### config.mk
export PLATFORM = sky130hd
export DESIGN_NAME = h_xor_checksum
export DESIGN_NICKNAME = d
export VERILOG_FILES = /design/src/rtl/h_xor_pkg.sv /design/src/rtl/h_xor_word.sv /design/src/rtl/h_xor_checksum.sv
export SDC_FILE = /design/constraint.sdc
export NUM_CORES = 1
export LEC_CHECK = 0
export CAP_MARGIN = 20
export CORE_MARGIN = 2
export CORE_UTILIZATION = 49
export CTS_CLUSTER_SIZE = 28
export DETAILED_ROUTE_END_ITERATION = 16
export PLACE_DENSITY = 0.76
export SYNTH_ARGS = -nofsm -noshare
export SYNTH_HDL_FRONTEND = slang
export SYNTH_SLANG_ARGS = --single-unit
### constraint.sdc
create_clock -name clk -period 1.97 [get_ports clk]
set_clock_uncertainty 0.05 [all_clocks]
set_input_delay 0.4925 -clock clk [delete_from_list [all_inputs] [get_ports clk]]
set_output_delay 0.4925 -clock clk [all_outputs]
set_load 0.005 [all_outputs]
### src/rtl/h_xor_pkg.sv
// Shared constants and FSM encoding for the h_xor_checksum frame integrity checker.
package h_xor_pkg;

  localparam int HACK_WORD_W = 16;

  typedef enum logic [1:0] {
    S_IDLE  = 2'd0,
    S_ACCUM = 2'd1,
    S_DONE  = 2'd2
  } state_t;

endpackage

### src/rtl/h_xor_word.sv
// Parametrised WIDTH-bit XOR; the multi-bit generalisation of the 1-bit XOR gate.
module h_xor_word #(
  parameter int WIDTH = 16
) (
  input  logic [WIDTH-1:0] a,
  input  logic [WIDTH-1:0] b,
  output logic [WIDTH-1:0] y
);

  assign y = a ^ b;

endmodule

### src/rtl/h_xor_checksum.sv
// Folds a framed valid/ready stream of WIDTH-bit words into an XOR checksum with parity and beat count.
// Build option: define H_XOR_CHECKSUM_ROTATE_EN for an order-sensitive rotate-then-XOR accumulate.
module h_xor_checksum
  import h_xor_pkg::*;
#(
  parameter int  WIDTH   = HACK_WORD_W,
  parameter int  MAX_LEN = 255,
  localparam int CNT_W   = $clog2(MAX_LEN + 1)
) (
  input  logic             clk,
  input  logic             reset,
  input  logic             in_valid,
  output logic             in_ready,
  input  logic [WIDTH-1:0] in_data,
  input  logic             in_last,
  output logic             out_valid,
  input  logic             out_ready,
  output logic [WIDTH-1:0] out_sum,
  output logic             out_parity,
  output logic [CNT_W-1:0] out_count,
  output logic             out_err
);

  localparam logic [CNT_W-1:0] MAX_CNT = CNT_W'(MAX_LEN);
  localparam logic [CNT_W-1:0] ONE_CNT = CNT_W'(1);

  state_t           state_r;
  logic [WIDTH-1:0] acc_r;
  logic [CNT_W-1:0] cnt_r;
  logic [WIDTH-1:0] acc_rot_s;
  logic [WIDTH-1:0] acc_nxt_s;
  logic [CNT_W-1:0] cnt_inc_s;

  function automatic logic parity_of(input logic [WIDTH-1:0] w);
    return ^w;
  endfunction

`ifdef H_XOR_CHECKSUM_ROTATE_EN
  generate
    if (WIDTH == 1) begin : g_rot_id
      assign acc_rot_s = acc_r;
    end else begin : g_rot
      assign acc_rot_s = {acc_r[WIDTH-2:0], acc_r[WIDTH-1]};
    end
  endgenerate
`else
  assign acc_rot_s = acc_r;
`endif

  h_xor_word #(.WIDTH(WIDTH)) u_word (
    .a (acc_rot_s),
    .b (in_data),
    .y (acc_nxt_s)
  );

  assign cnt_inc_s = cnt_r + ONE_CNT;

  // Ready is a pure decode of the state register so it never depends on in_valid.
  always_comb begin
    in_ready = 1'b0;
    case (state_r)
      S_IDLE:  in_ready = 1'b1;
      S_ACCUM: in_ready = 1'b1;
      S_DONE:  in_ready = 1'b0;
      default: in_ready = 1'b0;
    endcase
  end

  // Frame FSM with accumulator, beat counter and registered result outputs.
  always_ff @(posedge clk) begin
    if (reset) begin
      state_r    <= S_IDLE;
      acc_r      <= '0;
      cnt_r      <= '0;
      out_valid  <= 1'b0;
      out_sum    <= '0;
      out_parity <= 1'b0;
      out_count  <= '0;
      out_err    <= 1'b0;
    end else begin
      case (state_r)
        S_IDLE: begin
          if (in_valid) begin
            acc_r <= in_data;
            cnt_r <= ONE_CNT;
            if (in_last || (MAX_LEN == 1)) begin
              state_r    <= S_DONE;
              out_valid  <= 1'b1;
              out_sum    <= in_data;
              out_parity <= parity_of(in_data);
              out_count  <= ONE_CNT;
              out_err    <= ~in_last;
            end else begin
              state_r <= S_ACCUM;
            end
          end
        end
        S_ACCUM: begin
          if (in_valid) begin
            acc_r <= acc_nxt_s;
            cnt_r <= cnt_inc_s;
            // in_last takes priority over truncation on the same beat
            if (in_last || (cnt_inc_s == MAX_CNT)) begin
              state_r    <= S_DONE;
              out_valid  <= 1'b1;
              out_sum    <= acc_nxt_s;
              out_parity <= parity_of(acc_nxt_s);
              out_count  <= cnt_inc_s;
              out_err    <= ~in_last;
            end
          end
        end
        S_DONE: begin
          if (out_ready) begin
            state_r   <= S_IDLE;
            out_valid <= 1'b0;
          end
        end
        default: begin
          state_r   <= S_IDLE;
          out_valid <= 1'b0;
        end
      endcase
    end
  end

endmodule

# == Word-level counts from Yosys, hierarchy flattened ==
# Cells that the tools add are included.
# word_totals
regBits,53
word_cells,68
input_bits,21
out_inout_bits,28
# op_classes
n_addsub,1
reduce_logical,10
muxes,39
eq_ne,8
bitwise,2
# ops
cell,count
16-bit 2-to-1 mux,6
16-bit one-hot mux with 2 select lines,2
8-bit 2-to-1 mux,6
8-bit one-hot mux with 2 select lines,2
16-bit XOR reduction,2
16-bit bitwise XOR,1
1-bit 2-to-1 mux,14
2-bit 2-to-1 mux,5
2-bit != test (second input constant),5
5-bit AND reduction,2
8-bit by 1-bit adder with 8-bit output (second input constant),1
8-bit equality test (second input constant),1
2-bit one-hot mux with 3 select lines,1
1-bit one-hot mux with 2 select lines,2
4-bit AND reduction,1
1-bit one-hot mux with 3 select lines,1
3-bit AND reduction,1
2-bit by 1-bit equality test with 1-bit output (second input constant),1
2-bit equality test (second input constant),1
2-bit zero test,1
2-bit nonzero test,1
2-bit OR reduction,1
1-bit logical OR,1
1-bit NOT,1

# == Depth between registers and ports, before layout ==
# Gate-level depths: netlist (run 1).
# logic_depth
ltp_word,6
depth_mapped,9
ltp_nobuf,8

# == By module ==
# Synthesis (run 1) repeated with hierarchy kept, for this count alone.
# hier_totals
cells_unflattened,303
hier_area_um2,2803.9
# by_module_without_submodules
mod,area_each_um2,cells_each,instances,seq_area_each_um2
h_xor_checksum,2663.8,287,1,1061.0
h_xor_word,140.1,16,1,0.0

# == Worst setup path before layout (run 1) ==
# Ideal clock, no wire load.
# synth_path
path_type,register -> register
from,register cnt_r[0]
to,register out_parity
setup_ns,0.062
required_ns,1.858
slack_ns,0.224
synth_period_minus_slack_ns,1.746
stages_incl_launch_ff,9
n_path_buf,1
arrival_ns,1.633
cell_sequence,dfxtp_1 -> ha_1 -> xnor2_1 -> nor3_2 -> a21oi_2 -> nand2b_4 -> buf_6 -> a2111o_1 -> nand3_1
# synth_between
elab_chain_cells,5
# synth_lines
item,line,rtl
from (decl),h_xor_checksum.sv:29,logic [CNT_W-1:0] cnt_r;
from (signal assigned),h_xor_checksum.sv:101,cnt_r <= cnt_inc_s;
8-bit by 1-bit adder with 8-bit output,h_xor_checksum.sv:56,assign cnt_inc_s = cnt_r + ONE_CNT;
8-bit equality test,h_xor_checksum.sv:103,if (in_last || (cnt_inc_s == MAX_CNT)) begin
1-bit logical OR,h_xor_checksum.sv:103,
2-bit != test (no source line),-,
5-bit AND reduction (no source line),-,
to (signal assigned),h_xor_checksum.sv:90,out_parity <= parity_of(in_data);
to (signal assigned),h_xor_checksum.sv:107,out_parity <= parity_of(acc_nxt_s);
to (decl),h_xor_checksum.sv:19,"output logic out_parity,"
# No other way between the ends.
# A chain may end at the register's enable or synchronous reset.

# == Worst setup path in the final report (run 1) ==
# layout_path
from,input port in_data[4]
to,register out_parity
# layout_between
elab_chain_cells,5
word_cells_on_any_way,8
classes_between,mux (5); bitwise (1); reduce/logical (2)
# layout_lines
item,line,rtl
from (decl),h_xor_checksum.sv:14,"input logic [WIDTH-1:0] in_data,"
16-bit bitwise XOR,h_xor_word.sv:10,assign y = a ^ b;
16-bit XOR reduction,h_xor_checksum.sv:35,return ^w;
1-bit 2-to-1 mux,h_xor_checksum.sv:103,
1-bit 2-to-1 mux,h_xor_checksum.sv:99,if (in_valid) begin
1-bit one-hot mux with 2 select lines (*),h_xor_checksum.sv:81,case (state_r)
# Mark *: on every way between the ends. The rest lies on a longest branch, timed or not. The select of a mux whose other input is x is not followed.

==> flow_summary_export.csv, run 1 <==
group,metric,value,unit
status,outcome,"completed",
synth,syn-num-nets,349,
power_and_ir_drop,power_density,700.1,nW/um^2
timing,max-slew-margin-rel,69.14,%
route,via_per_inst,5.277,
power_and_ir_drop,vdd_drop_max,349.2,uV
synth,netlist.area_leader.share,40.08,%
min_path,hp-class,"flip-flop to flip-flop",
synth,yosysTopAreaCell,"dfxtp_1",
synth,synth-compound-area-share,17.25,%
synth,muxShareOfSynthArea,0.3781,%
timing,max_freq,518.6,MHz
grt,grt_pass1_vias,2074,
route,vias,2438,
synth,ys_types,33,
die,core.rowCount,26,
synth,synthCells,326,
synth,synth_area_per_cell,8.121,sq um
synth,synth_area,2648,sq um
grt,grt.total_usage,20.49,%
synth,synth_seq_cells,53,
synth,yosysWarningCount,0,
cts,root_buffer,"clkbuf_8",
die,dieArea,6007,sq um
cts,cts_buffers,5,
power_and_ir_drop,p_clk_share,29.8,%
power_and_ir_drop,p_int,1810,uW
finish,finalNetCount,414,
cts,cts_tree,"built",
flow_run,cap_violations,0,
grt,overflow,0,
timing,tns,0,ns
finish,final_area,3538,sq um
timing,worst_pin_slew,0.4615,ns
power_and_ir_drop,swShare,26.92,%
placement,gp_congestion,0.8182,
die,die_x,77.51,um
grt,antenna_found_initial,0,
placement,dpl-instance-area,3381,sq um
power_and_ir_drop,power,2477,uW
setup_path,end_kind,"flip-flop",
setup_path,crit_type,"primary input to flip-flop",
cts,cts_sinks,53,
setup_path,cp.required,2.17,ns
die,die_y,77.51,um
die,io_pins,49,
power_and_ir_drop,power_leakage,0.001295,uW
synth,synth-adder-area-share,0.9452,%
route,wl,6156,um
finish,antenna_cells,0,
timing,finalSetupViolCount,0,
finish,final_layout_size_suffix_gt1_share,12.76,%
timing,finalCritPeriodShare,97.88,%
timing,maxSlewViolCount,0,
synth,synth-xor-area-share,17.49,%
synth,synth_top_family_by_area,"simple AND/OR/NAND/NOR gates",
cts,insertion_delay,0.30,ns
timing,period_needed,1.928,ns
route,first_pass_iters,4,
route,wl_per_cell,13.32,um
route,drt_iter0_drc,238,
setup_path,path_max_fanout,2,
grt,grt_max_degree,39,
placement,post-dp-hpwl,4459,um
die,initial_core_util,51.19,%
cts,htreeDepth,2,
power_and_ir_drop,p_seq_share,47.1,%
die,core,5172,sq um
cts,clk_pin_slew,0.10,ns
synth,synthTopCellsByArea,"dfxtp_1 (40%), xnor2_1 (9.9%), xor2_1 (6.9%), nand2_1 (6.8%), nand3_1 (5.5%)",
synth,yosys.area_share.simple,19.71,%
finish,syn2layout_area_growth,33.65,%
cts,cts_buffer_depth,2,
setup_path,crit_arrival,2.13,ns
power_and_ir_drop,p_sw,666.9,uW
route,drc,0,
power_and_ir_drop,combinationalPowerShare,23.1,%
grt,grt_pass1_wl,9915,um
setup_path,setup.worst_path.start_class,"primary input",
placement,port_buffers,48,
synth,ys_seq_area_share,40.08,%
timing,hold_viol_final,0,
route,ant_nets,0,
==> synth_stat cells (all sizes together) <==
cell / instances
dfxtp: 53
nand2: 48
xnor2: 31
a21oi: 29
nand3: 29
nor2: 25
xor2: 21
o21ai: 18
a211oi: 17
clkbuf: 15
buf: 7
nor3: 6
a22oi: 4
inv: 4
a21o: 3
ha: 2
nand4: 2
nor2b: 2
or3: 2
a2111o: 1
a311oi: 1
a31oi: 1
and3: 1
mux2i: 1
nand2b: 1
nand3b: 1
o221a: 1
==> stage by stage <==
| step | util (%) | cells | hold WS, ns | setup WS (ns) |
|---|---|---|---|---|
| final | 68.41 | 462 | 0.4033 | 0.04176 |
| after floorplan | - | 326 | 0.3982 | 0.2243 |
| after global placement | 65.36 | 453 | 0.3893 | -0.2362 |
| after CTS | 67.66 | 461 | 0.4101 | 0.03184 |
| after global routing | 68.41 | 462 | 0.4319 | -0.01694 |
| after detailed placement | 65.36 | 453 | 0.3965 | -0.2356 |
==> critical path, cell delays in order <==
cell and delay (ns):
clkdlybuf4s50_1 0.46, xor2_2 0.21, xnor2_1 0.22, xnor2_1 0.17, xnor2_1 0.12, a2111o_1 0.39, nand3_1 0.07
==> final timing paths <==
path	start	to	slack, ns	cells past startpoint
max	in_data[4]	out_parity	0.04	7
min	out_count[2]	out_count[2]	0.40	2
max reg2reg	cnt_r[2]	out_count[2]	0.13	6
min reg2reg	out_count[2]	out_count[2]	0.40	2
==> sequential cells by signal, indices dropped and copies added (netlist names) <==
name and cells:
out_count 8, state_r 2, out_err 1, cnt_r 8, out_sum 16, acc_r 16, out_valid 1, out_parity 1
==> area by class of cell <==
cell class	count	area, sq um
Clock buffer	6	72.57
Clock inverter	2	38.79
Fill cell	423	1634
Inverter	4	15.01
Multi-Input combinational cell	247	1509
Sequential cell	53	1062
Tap cell	70	87.58
Timing Repair Buffer	80	753.2
==> cells by family after synthesis <==
logic type,count (synthesis)
muxes,1
DFF,53
buffers and inverters,26
AOI/OAI and AO/OA,75
adders and majority gates,2
and+or+nand+nor,117
xor gates and xnor gates,52
==> per-layer routing <==
layer  GRT usage (%)  wire length (um)  vias to the layer above
li1                -                 -                     1255
met1           31.84              3149                     1105
met5               0                 0                        -
met4           5.179                63                        0
met3           3.140               258                        8
met2           29.39              2685                       70
==> power groups by stage <==
stage / combinational [uW] / sequential (uW) / clock, uW
after floorplan: 307 / 1190 / 0
after global placement: 525 / 1190 / 0
after detailed placement: 532 / 1190 / 0
after CTS: 543 / 1170 / 748
after global routing: 620 / 1180 / 804
final: 572 / 1170 / 738
==> cell usage in the layout (no fill, tap or decap), types with 2 or more instances in the layout <==
cell / n
or3_1: 2
nand4_1: 2
o21ai_0: 18
nor3_1: 5
nand3_1: 29
xor2_1: 20
a22oi_1: 4
inv_1: 4
nor2_1: 24
a21o_1: 3
buf_12: 2
clkdlybuf4s50_1: 45
a211oi_1: 17
xnor2_1: 28
a21oi_1: 28
nand2_1: 48
dfxtp_1: 52
dlymetal6s2s_1: 3
buf_4: 30
xnor2_2: 3
clkbuf_8: 5
==> repair_timing <==
action | 4_1_cts | 5_1_grt
resized for setup | 1 | 8
hold buffers | 0 | 0
setup endpoints to repair | 1 | 26
setup buffers | 0 | 1
pin swaps | 0 | 5
endpoints found under the hold margin | 0 | 0
(Power assumes the default switching activity.)
==> inputs of run 2 (changes only) <==
DONT_BUFFER_PORTS = 1   (was not set)
MAX_ROUTING_LAYER = met4   (was not set)
PLACE_DENSITY = 0.66   (was 0.76)
clock period = 1.6 ns   (was 1.97 ns; I/O delays follow)
==> run 2 against run 1 <==
The flow now finishes with violations (negative setup slack). Die area did not move. Count of clock-buffer cells in the layout fell by 1. Largest cell class unchanged. Total power rose by 11%. Clock power rose by 8.0%. Flip-flop and latch count did not move.
==> flow_summary_export.csv, run 2 (synthesized netlist as in run 1, its figures left out) <==
group,metric,value,unit
min_path,hp-start,"reset",
route,via_per_inst,5.542,
die,io_pins,49,
finish,final_layout_size_suffix_gt1_share,17.78,%
cts,insertion_delay,0.30,ns
timing,max-slew-margin-rel,77.15,%
timing,rsz0062_at_grt,"yes",
grt,grt.total_usage,22.22,%
power_and_ir_drop,vdd_drop_max,453.0,uV
route,drt_iter0_drc,156,
die,die_x,77.51,um
finish,reg_top3,"acc_r x16, out_sum x16",
setup_path,slowest_stage,"dfxtp_4",
die,core.rowCount,26,
finish,finalNetCount,365,
grt,overflow,0,
finish,final_common_cell,"dfxtp_1",
setup_path,setup.worst_path.start_class,"flip-flop",
power_and_ir_drop,power_density,875.1,nW/um^2
status,outcome,"complete, but fails checks",
timing,worst_pin_slew,0.3415,ns
route,wl_per_cell,15.26,um
grt,antenna_found_initial,0,
status,violations,"negative setup slack",
timing,finalSetupViolCount,26,
die,die_y,77.51,um
setup_path,crit_chain,"inv_2 -> ha_1 -> nand4_1 -> nor3_2 -> a21oi_2 -> nand2b_4 -> or3_1 -> a21oi_1",
placement,post-dp-hpwl,4361,um
cts,htreeDepth,2,
setup_path,crit_arrival,1.93,ns
cts,cts_buffer_depth,2,
grt,grt_max_degree,54,
route,wl,6304,um
flow_run,cap_violations,0,
cts,cts_tree,"built",
grt,grt_pass1_vias,2122,
finish,antenna_cells,0,
cts,root_buffer,"clkbuf_8",
setup_path,end_kind,"flip-flop",
die,core,5172,sq um
cts,cts_buffers,5,
route,vias,2289,
setup_path,path_max_fanout,5,
finish,syn2layout_area_growth,19.00,%
finish,final_cell_mix,"dfxtp_1 (49), nand2_1 (48), xnor2_1 (29)",
die,initial_core_util,51.19,%
placement,gp_congestion,0.8148,
grt,grt_pass1_wl,10390,um
die,dieArea,6007,sq um
setup_path,crit_type,"flip-flop to flip-flop",
timing,max_freq,578.6,MHz
setup_path,cp.required,1.80,ns
timing,layout_setup_ws,-0.1283,ns
min_path,hp-class,"primary input to flip-flop",
timing,hold_viol_final,0,
cts,cts_sinks,53,
timing,period_needed,1.728,ns
setup_path,slowest_delay,0.38,ns
placement,port_buffers,0,
timing,maxSlewViolCount,0,
route,first_pass_iters,4,
setup_path,crit_start,"cnt_r[0]",
route,drc,0,
timing,finalCritPeriodShare,108.0,%
power_and_ir_drop,power,2757,uW
cts,clk_pin_slew,0.10,ns
finish,final_core_util,60.91,%
setup_path,reg2reg_from,"cnt_r[0]",
route,ant_nets,0,
power_and_ir_drop,power_leakage,0.001103,uW
-- run 2: cell types whose count changed in the layout (fill, tap and decap cells not counted), moves of 2 or more --
cell / previous run / this run
a211oi_2: 0 / 7
dlymetal6s2s_1: 3 / 0
a211oi_1: 17 / 10
dfxtp_1: 52 / 49
clkdlybuf4s50_1: 45 / 0
clkinvlp_4: 0 / 2
buf_12: 2 / 5
buf_4: 30 / 22
dfxtp_4: 0 / 2
buf_6: 0 / 3
-- run 2: per-layer routing --
layer,track usage [%],vias up,share of wire (%)
met5,-,-,0
met4,5.179,0,0.78
met3,5.814,5,6.9
met2,31.04,66,42
met1,32.07,1072,50
li1,-,1146,-
-- run 2: stage by stage --
| step | std cells | hold slack [ns] | worst slack, ns | area, sq um | setup TNS (ns) |
|---|---|---|---|---|---|
| floorplan | 326 | 0.3983 | -0.05851 | 2685 | -0.1700 |
| global placement | 397 | 0.4060 | -0.09620 | 2903 | -1.365 |
| detailed placement | 397 | 0.4097 | -0.1889 | 2903 | -2.519 |
| CTS | 412 | 0.09215 | -0.1277 | 3104 | -1.926 |
| global route | 413 | 0.06742 | -0.2702 | 3151 | -5.939 |
| finish | 413 | 0.08393 | -0.1283 | 3151 | -1.825 |
-- run 2: cell type report --
cell class / instances / area [sq um]
inverters: 4 / 15.01
clock buffers: 5 / 68.82
well taps: 70 / 87.58
multi-input cells: 247 / 1555
clock inverters: 3 / 26.28
flip-flops and latches: 53 / 1071
fillers: 457 / 2022
repair buffers: 31 / 326.6
-- run 2: what timing repair did --
| action | in CTS | in global routing |
|---|---|---|
| gates resized for setup | 8 | 11 |
| pin swaps | 8 | 5 |
| endpoints found under the setup margin | 26 | 32 |
| hold buffers | 0 | 0 |
| cloned | 1 | 1 |
| buffers inserted | 6 | 0 |
| hold endpoints to repair | 0 | 0 |
-- run 2: path summary, 6_finish.rpt --
check / slack, ns / endpoint / cells after the start
setup / recovery: -0.13 / out_count[2] / 8
hold / removal: 0.08 / state_r[1] / 1
setup reg to reg: -0.13 / out_count[2] / 8
hold reg to reg: 0.42 / out_count[4] / 2
-- run 2: power by group --
part	total (uW)	internal (uW)	switching (uW)
combinational	513	250	263
clock	797	319	477
sequential	1450	1390	60.7
total	2760	1960	801
-- run 2: critical path: cells and delay by family (launching register included) --
kind	cells	cell delay, ns
AO/OA/AOI/OAI	2	0.25
AND/OR/NAND/NOR	4	0.80
flip-flops	1	0.38
buffers and inverters	1	0.06
adder cells (fa/ha/maj)	1	0.13
==> inputs of run 3 (changes only) <==
REMOVE_ABC_BUFFERS = 1   (was not set)
==> run 3 against run 2 <==
The run still ends with negative setup slack left. Routed wire length shrank 4.4%. Combinational power shrank 3%. Register-to-register slack lost 0.06 ns. Worst setup slack lost 0.058 ns. Utilization grew 0.87 points. Hold slack gained 0.020 ns. Fmax shrank 3.2%. Critical path depth is the same. Count of clock-buffer cells in the layout is the same. Non-clock buffer count grew 5. Flip-flop and latch count is the same. Critical endpoint unchanged. Largest cell class unchanged.
==> flow_summary_export.csv, run 3 (synthesized netlist as in run 1, its figures left out) <==
group,metric,value,unit
finish,final_layout_size_suffix_gt1_share,20.98,%
placement,post-dp-hpwl,4057,um
timing,max-slew-margin-rel,83.08,%
die,io_pins,49,
timing,period_needed,1.786,ns
timing,rsz0062_at_grt,"yes",
timing,hold_viol_final,0,
placement,dpl-instance-area,2913,sq um
grt,grt.total_usage,21.90,%
die,initial_core_util,51.19,%
cts,cts_tree,"built",
route,wl_per_cell,14.42,um
cts,cts_buffer_depth,2,
route,ant_nets,0,
route,drc,0,
timing,worst_pin_slew,0.2533,ns
setup_path,reg2reg_from,"cnt_r[0]",
flow_run,cap_violations,0,
timing,layout_setup_ws,-0.1858,ns
setup_path,setup.worst_path.start_class,"flip-flop",
setup_path,ff2ff_path_depth,8,
setup_path,crit_type,"flip-flop to flip-flop",
grt,overflow,0,
setup_path,cp.required,1.79,ns
grt,grt_max_degree,54,
setup_path,crit_chain,"inv_2 -> ha_2 -> nand4_1 -> nor3_2 -> a21oi_2 -> nand2b_4 -> or3_1 -> a21oi_1",
cts,clk_pin_slew,0.09,ns
setup_path,reg2reg_slack,-0.19,ns
timing,hold_ws,0.1038,ns
die,dieArea,6007,sq um
die,core.rowCount,26,
status,violations,"negative setup slack",
finish,multi_input_area,1579,sq um
min_path,holdPathStages,1,
grt,grt_pass1_wl,10450,um
cts,cts_sinks,53,
route,drt_iter0_drc,139,
power_and_ir_drop,vdd_drop_max,480.4,uV
power_and_ir_drop,power,3017,uW
die,die_y,77.51,um
die,die_x,77.51,um
grt,antenna_found_initial,0,
cts,cts_buffers,5,
timing,finalCritPeriodShare,111.6,%
timing,finalSetupViolCount,26,
min_path,hp-start,"reset",
status,outcome,"complete, but fails checks",
route,first_pass_iters,4,
setup_path,slowest_delay,0.37,ns
setup_path,slowest_stage,"dfxtp_4",
finish,reg_top3,"acc_r x16, out_sum x16",
route,wl,6027,um
finish,final_common_cell,"dfxtp_1",
finish,antenna_cells,0,
grt,grt_pass1_vias,2231,
min_path,hold_end,"cnt_r[3]",
setup_path,crit_arrival,1.97,ns
min_path,hp-class,"primary input to flip-flop",
finish,final_cell_mix,"dfxtp_1 (49), nand2_1 (48), buf_4 (32)",
timing,maxSlewViolCount,0,
power_and_ir_drop,power_leakage,0.001130,uW
setup_path,path_max_fanout,6,
cts,hold_buffers,0,
die,core,5172,sq um
route,via_per_inst,5.555,
finish,fillers,456,
setup_path,end_kind,"flip-flop",
placement,placed_cells,405,
placement,gp_congestion,0.9070,
timing,max_freq,560.0,MHz
finish,final_area,3196,sq um
cts,htreeDepth,2,
placement,port_buffers,0,
finish,finalNetCount,370,
cts,root_buffer,"clkbuf_8",
cts,insertion_delay,0.30,ns
finish,final-seq-area,1069,sq um
finish,instances_no_fill,418,
power_and_ir_drop,power_density,944.1,nW/um^2
route,vias,2322,
finish,syn2layout_area_growth,20.70,%
setup_path,r2r_end,"out_count[2]",
run 3: report_power, final:
group / internal [uW] / switching (uW) / total [uW] / leakage (uW)
clock network: 622 / 451 / 1070 / 0.0000681
registers: 1390 / 55.7 / 1440 / 0.000436
logic: 246 / 254 / 500 / 0.000626
total: 2260 / 761 / 3020 / 0.00113
run 3: routing by layer:
metal | vias to the layer above | wire length [um] | global-route usage, %
li1 | 1158 | - | -
met1 | 1102 | 2755 | 27.96
met2 | 54 | 2874 | 33.91
met3 | 8 | 329 | 6.163
met4 | 0 | 68 | 6.607
met5 | - | 0 | -
run 3: repair_timing:
action / in CTS / in global routing
setup endpoints to repair: 27 / 31
pin swaps: 10 / 4
endpoints found under the hold margin: 0 / 0
buffers inserted: 7 / 2
gates resized for setup: 9 / 18
run 3: worst max-delay path, delay by kind of cell, from the launching register on:
kind	cells	cell delay, ns
AOI/OAI and AO/OA	2	0.25
adders and majority gates	1	0.15
buffers and inverters	1	0.05
DFF	1	0.37
and+or+nand+nor	4	0.84
run 3: how the worst max path moves through the flow:
stage	from	to	slack, ns	cells past startpoint
CTS	cnt_r[0]	out_count[2]	-0.15	8
global route	cnt_r[0]	out_count[1]	-0.27	8
global placement	cnt_r[0]	out_count[0]	-0.15	9
finish	cnt_r[0]	out_count[2]	-0.19	8
floorplan	in_valid	out_count[1]	-0.80	4
detailed placement	cnt_r[0]	out_count[0]	-0.21	9
run 3: stage by stage:
step	util [%]	TNS [ns]	worst slack, ns
3_3_place_gp	56.31	-2.804	-0.1476
5_1_grt	61.78	-6.135	-0.2673
2_1_floorplan	-	-28.38	-0.7950
4_1_cts	60.52	-2.111	-0.1490
3_5_place_dp	56.31	-4.381	-0.2098
6_report	61.78	-2.886	-0.1858
run 3: cell type report:
cell class,count,share of cell area (%)
multi-input combinational,247,49.41
sequential,53,33.44
timing repair buffer,36,9.749
tap,70,2.741
clock buffer,5,2.153
clock inverter,3,2.036
inverter,4,0.4699
